<file path="config.mk">
export PLATFORM = sky130hd
export DESIGN_NAME = if_prefetch
export DESIGN_NICKNAME = d
export VERILOG_FILES = /design/src/rtl/if_prefetch_pkg.sv /design/src/rtl/if_fifo.sv /design/src/rtl/if_prefetch.sv
export SDC_FILE = /design/constraint.sdc
export NUM_CORES = 1
export LEC_CHECK = 0
export CAP_MARGIN = 20
export CORE_ASPECT_RATIO = 0.75
export CORE_UTILIZATION = 61
export CTS_BUF_LIST = sky130_fd_sc_hd__clkbuf_4
export CTS_CLUSTER_DIAMETER = 100
export DETAILED_ROUTE_END_ITERATION = 10
export GPL_TIMING_DRIVEN = 0
export PLACE_DENSITY = 0.93
export SETUP_SLACK_MARGIN = 0.2
export SYNTH_ARGS = -nofsm -noshare
export SYNTH_HDL_FRONTEND = slang
export SYNTH_SLANG_ARGS = --single-unit
export TNS_END_PERCENT = 50
</file>
<file path="constraint.sdc">
create_clock -name clk -period 6.7 [get_ports clk]
set_input_delay 1.675 -clock clk [delete_from_list [all_inputs] [get_ports clk]]
set_output_delay 1.675 -clock clk [all_outputs]
set_load 0.02 [all_outputs]
</file>
<file path="src/rtl/if_prefetch_pkg.sv">
// ============================================================================
// if_prefetch_pkg - shared fetch constants, the buffered entry type and a PC helper
// Revision: 1.0
// ============================================================================
`default_nettype none

package if_prefetch_pkg;

  localparam logic [31:0] C_INST_NOP = 32'h0000_0013;
  localparam logic [31:0] C_RESET_PC = 32'h0000_0000;

  typedef struct packed {
    logic [31:0] pc;
    logic [31:0] inst;
  } fetch_entry_t;

  // Jump targets are forced onto a word boundary
  function automatic logic [31:0] align_pc(input logic [31:0] addr);
    return {addr[31:2], 2'b00};
  endfunction

endpackage

`default_nettype wire

</file>
<file path="src/rtl/if_fifo.sv">
// ============================================================================
// if_fifo - DEPTH-entry synchronous FIFO with flush and a separate entry count
// Revision: 1.0
// ============================================================================
`default_nettype none

module if_fifo #(
  parameter int DEPTH = 4,
  parameter int WIDTH = 64
) (
  input  logic                     clk,
  input  logic                     rst,
  input  logic                     push_i,
  input  logic                     pop_i,
  input  logic                     flush_i,
  input  logic [WIDTH-1:0]         data_i,
  output logic [WIDTH-1:0]         data_o,
  output logic [$clog2(DEPTH):0]   count_o,
  output logic                     full_o,
  output logic                     empty_o
);

  localparam int PW = $clog2(DEPTH);
  localparam int CW = PW + 1;

  logic [WIDTH-1:0] mem_q [DEPTH];
  logic [PW-1:0]    rd_ptr_q;
  logic [PW-1:0]    wr_ptr_q;
  logic [CW-1:0]    count_q;

  // Pointers wrap naturally; count alone tells full from empty
  always_ff @(posedge clk or negedge rst) begin
    if (!rst) begin
      rd_ptr_q <= '0;
      wr_ptr_q <= '0;
      count_q  <= '0;
    end else if (flush_i) begin
      rd_ptr_q <= '0;
      wr_ptr_q <= '0;
      count_q  <= '0;
    end else begin
      if (push_i) wr_ptr_q <= wr_ptr_q + PW'(1);
      if (pop_i)  rd_ptr_q <= rd_ptr_q + PW'(1);
      case ({push_i, pop_i})
        2'b10:   count_q <= count_q + CW'(1);
        2'b01:   count_q <= count_q - CW'(1);
        default: count_q <= count_q;
      endcase
    end
  end

  always_ff @(posedge clk) begin
    if (push_i && !flush_i) mem_q[wr_ptr_q] <= data_i;
  end

  assign data_o  = mem_q[rd_ptr_q];
  assign count_o = count_q;
  assign full_o  = (count_q == CW'(DEPTH));
  assign empty_o = (count_q == '0);

endmodule

`default_nettype wire

</file>
<file path="src/rtl/if_prefetch.sv">
// ============================================================================
// if_prefetch - fetch PC generation, ROM addressing and {pc,inst} buffering to decode
// Revision: 1.0
// ============================================================================
`default_nettype none

module if_prefetch
  import if_prefetch_pkg::*;
#(
  parameter int          DEPTH    = 4,
  parameter logic [31:0] RESET_PC = C_RESET_PC,
  parameter logic [31:0] NOP_INST = C_INST_NOP
) (
  input  logic                   clk,
  input  logic                   rst,
  output logic [31:0]            rom_addr_o,
  input  logic [31:0]            rom_data_i,
  input  logic                   jump_en_i,
  input  logic [31:0]            jump_addr_i,
  output logic                   inst_valid_o,
  input  logic                   inst_ready_i,
  output logic [31:0]            inst_o,
  output logic [31:0]            inst_addr_o,
  output logic [$clog2(DEPTH):0] fill_o
);

  logic [31:0]  fetch_pc_q;
  logic [31:0]  fetch_pc_d;
  logic         w_push;
  logic         w_pop;
  logic         w_full;
  logic         w_empty;
  fetch_entry_t w_wr_entry;
  fetch_entry_t w_head;

  assign w_pop  = inst_valid_o & inst_ready_i;
  // A full buffer still accepts a word when the head leaves in the same cycle
  assign w_push = ~jump_en_i & (~w_full | w_pop);

  always_comb begin
    w_wr_entry.pc   = fetch_pc_q;
    w_wr_entry.inst = rom_data_i;
  end

  always_comb begin
    fetch_pc_d = fetch_pc_q;
    if (jump_en_i)   fetch_pc_d = align_pc(jump_addr_i);
    else if (w_push) fetch_pc_d = fetch_pc_q + 32'd4;
  end

  always_ff @(posedge clk or negedge rst) begin
    if (!rst) fetch_pc_q <= RESET_PC;
    else      fetch_pc_q <= fetch_pc_d;
  end

  if_fifo #(
    .DEPTH (DEPTH),
    .WIDTH ($bits(fetch_entry_t))
  ) u_fifo (
    .clk     (clk),
    .rst     (rst),
    .push_i  (w_push),
    .pop_i   (w_pop),
    .flush_i (jump_en_i),
    .data_i  (w_wr_entry),
    .data_o  (w_head),
    .count_o (fill_o),
    .full_o  (w_full),
    .empty_o (w_empty)
  );

  assign rom_addr_o   = fetch_pc_q;
  assign inst_valid_o = ~w_empty;
  assign inst_o       = inst_valid_o ? w_head.inst : NOP_INST;
  assign inst_addr_o  = inst_valid_o ? w_head.pc   : 32'h0;

endmodule

`default_nettype wire
</file>
==> out/summary.txt <==
share of the synthesized area in the top cell type = 64.51%
Slew Viols, Final = 0
CTS tree = yes
Iteration-0 DRC Markers = 568
Tmin final = 4.980 ns
Seq/Total Area, Yosys = 72.53%
fin area = 0.01430 sq mm
cts bufs inserted = 68
IR drop worst, VDD = 0.2366 mV
Resize count post-CTS = 0
mux share of post-synthesis cell area = 12.28%
largest family of logic cells by synthesized area = multiplexers
Yosys top cell by area = edfxtp_1
clock sink count = 285
Top Layer Used = met4
I/O Pins = 168
reg2reg setup slack = 3.93 ns
clock-pin slew of the registers on the worst-case setup and hold paths = 0.07 ns
first-pass GRT wire length = 36,650 um
count of cell types in the netlist = 38
grt total ovfl = 0
Max Cap Viol = 0
simple-gate share of the synthesized area = 8.769%
Die W = 160.8 um
metal1 wirelength = 9741 um
Worst R2R Start = u_fifo.count_o[0]
final core occ = 77.25%
DP Area = 0.01346 sq mm
I/O Buffers = 159
Synth area leaders = edfxtp_1, mux4_2, dfrtp_1
# setup viols final = 0
drt drc = 0
Hold Path Class = reg2reg
vias post-DR = 6,746
Antenna Cells = 0
antenna-violating nets left = 0
adder-cell share of the synthesized area = 0.7154%
Synth Warn # = 0
global-route usage over all layers = 25.41%
Max-Slew Margin vs Limit = 35.12%
Data arrival, critical path = 3.31 ns
pwr dens = 355.4 mW/mm^2
FMAX = 200.8 MHz
Final GP Congestion = 0.9192
DR WL/cell = 20.29 um
number of post-CTS setup repair buffers = 0
Mapped Area = 0.01154 sq mm
Clock Path Buffers = 3
setup TNS = 0 ns
Clock Root Buffer = clkbuf_4
Final #Nets = 951
CP Capture Type = primary output
outcome = finished, final reports clean
Synth Flop Type = edfxtp_1
dpl hpwl = 14,780 um
required time worst endpoint = 5.03 ns
First-pass DRT Iterations = 5
pin count of the biggest net entering global routing = 63
die height = 121.1 um
average size of a mapped cell = 17.90 sq um
Post-synth EDFFs = 248
vias per cell = 5.751
num rows = 43
flops & latches, synth = 285
WS Path Type = reg2out
final hold violation count = 0
Leakage Power = 4.874 nW
xor/xnor share of the synthesized area = 2.352%
Layout area overhead = 23.86%
Clock Latency Late Sink = 0.65 ns
vias in the first global route = 6,870
async set-reset flop share out of synthesis = 12.98%
CP max FO = 10
final wirelength = 23,800 um
Post-CTS Hold Buffers = 0
die area = 0.01948 sq mm
final worst path period share = 74.34%
share of cells above drive strength 1 = 20.95%
RSZ-0062 raised after global routing = false
antenna violations before repair = 0
Synth Instances = 645
crit start category = flop
crit path launch = u_fifo.count_o[0]
Core Footprint = 0.01851 sq mm
worst slew pin tran = 0.9732 ns
Finished Layout Cells = 1,173
Worst Skew = 0.03667 ns
Compound-Gate Fraction of Synth Area = 1.550%
Setup crit end = inst_addr_o[4]
DR WL met2 = 11,280 um
WL met3 = 2398 um
placed cell count = 1,054
Worst R2R Path Depth = 6
Reg-to-Reg End = u_fifo.count_o[1]
H-tree depth = 3
Initial Utilization = 62.37%
how the worst min path moves through the flow:
stage	startpoint	to	slack, ns	cells past startpoint
3_3_place_gp	u_fifo.wr_ptr_q[1]	u_fifo.wr_ptr_q[1]	0.55	2
2_1_floorplan	u_fifo.wr_ptr_q[1]	u_fifo.wr_ptr_q[1]	0.54	2
6_report	rom_addr_o[29]	u_fifo.mem_q[2][61]	0.58	0
3_5_place_dp	rom_addr_o[29]	u_fifo.mem_q[1][61]	0.56	0
4_1_cts	rom_addr_o[29]	u_fifo.mem_q[3][61]	0.57	0
5_1_grt	rom_addr_o[29]	u_fifo.mem_q[2][61]	0.58	0
worst max-delay path, stage by stage (launching register included):
cell	delay, ns
dfrtp_1	0.53
nor3_1	0.60
inv_1	0.44
clkbuf_1	0.33
and2_1	0.23
clkdlybuf4s50_1	0.54
per-layer routing:
layer  vias up  global-route usage (%)
met4         0                   8.373
met3        37                   7.006
met5         -                       0
li1       2996                       -
met1      3335                   35.95
met2       378                   38.87
sequential cells by signal (all words and copies together), names as in the netlist:
signal,cells
u_fifo.wr_ptr_q,2
u_fifo.rd_ptr_q,2
u_fifo.count_o,3
u_fifo.mem_q,248
rom_addr_o,30
cells in the mapped netlist, types with 11 or more instances:
| cell type | number |
|---|---|
| dfrtp_1 | 37 |
| xnor2_1 | 18 |
| nor2_1 | 13 |
| o21ai_0 | 28 |
| nor3_1 | 11 |
| clkbuf_1 | 20 |
| and2_1 | 66 |
| nand2_1 | 44 |
| nand4_1 | 13 |
| xor2_1 | 13 |
| mux4_2 | 62 |
| edfxtp_1 | 248 |
area by class of cell:
type / count / area, sq um
plain buffers: 35 / 177.7
fillers: 1038 / 4210
clock inverters: 15 / 56.30
flip-flops and latches: 285 / 8373
well taps: 247 / 309.0
multi-input cells: 321 / 2988
repair buffers: 159 / 1587
clock buffers: 104 / 780.7
inverters: 7 / 26.28
where the power goes:
group          switching (W)  internal, W  total (W)
combinational       0.000788     0.000750    0.00154
sequential          0.000101      0.00211    0.00221
clock               0.000632     0.000706    0.00134
cells by family (layout without fill, tap and decap cells):
logic type / Yosys count / in the layout
compound gates: 35 / 35
xor+xnor: 31 / 31
fa+ha+maj: 6 / 6
buf+inv: 42 / 320
flops: 285 / 285
mux: 64 / 64
other cells: 1 / 4
simple gates: 181 / 181
layout by cell type (no fill, tap or decap), types with 4 or more instances in the layout:
cell             netlist  layout
buf_4                  4       4
o21ai_0               28      28
edfxtp_1             248     248
nor3_1                11      11
and3_1                 7       7
xnor2_1               18      18
buf_2                  7       8
and2_1                66      62
a21oi_1                4       4
clkdlybuf4s50_1        0     158
nand4_1               13      13
nand2_1               44      44
inv_1                  7       7
clkbuf_4               0     104
conb_1                 1       4
nand3_1                8       8
xor2_1                13      13
clkbuf_1              20      20
dfrtp_1               37      37
nor2_1                13      13
ha_1                   5       5
nor4_1                 4       4
mux4_2                62      62
clkinv_1               0      14
and2_4                 0       4
stage by stage:
stage | power (W) | setup slack [ns] | hold WS, ns
5_1_grt | 0.005312 | 1.451 | 0.5828
3_3_place_gp | 0.003753 | 1.740 | 0.5471
4_1_cts | 0.005131 | 1.690 | 0.5725
2_1_floorplan | 0.003102 | 2.776 | 0.5381
3_5_place_dp | 0.003793 | 2.399 | 0.5575
6_report | 0.005082 | 1.720 | 0.5768
Power figures use the tool's default switching activity.
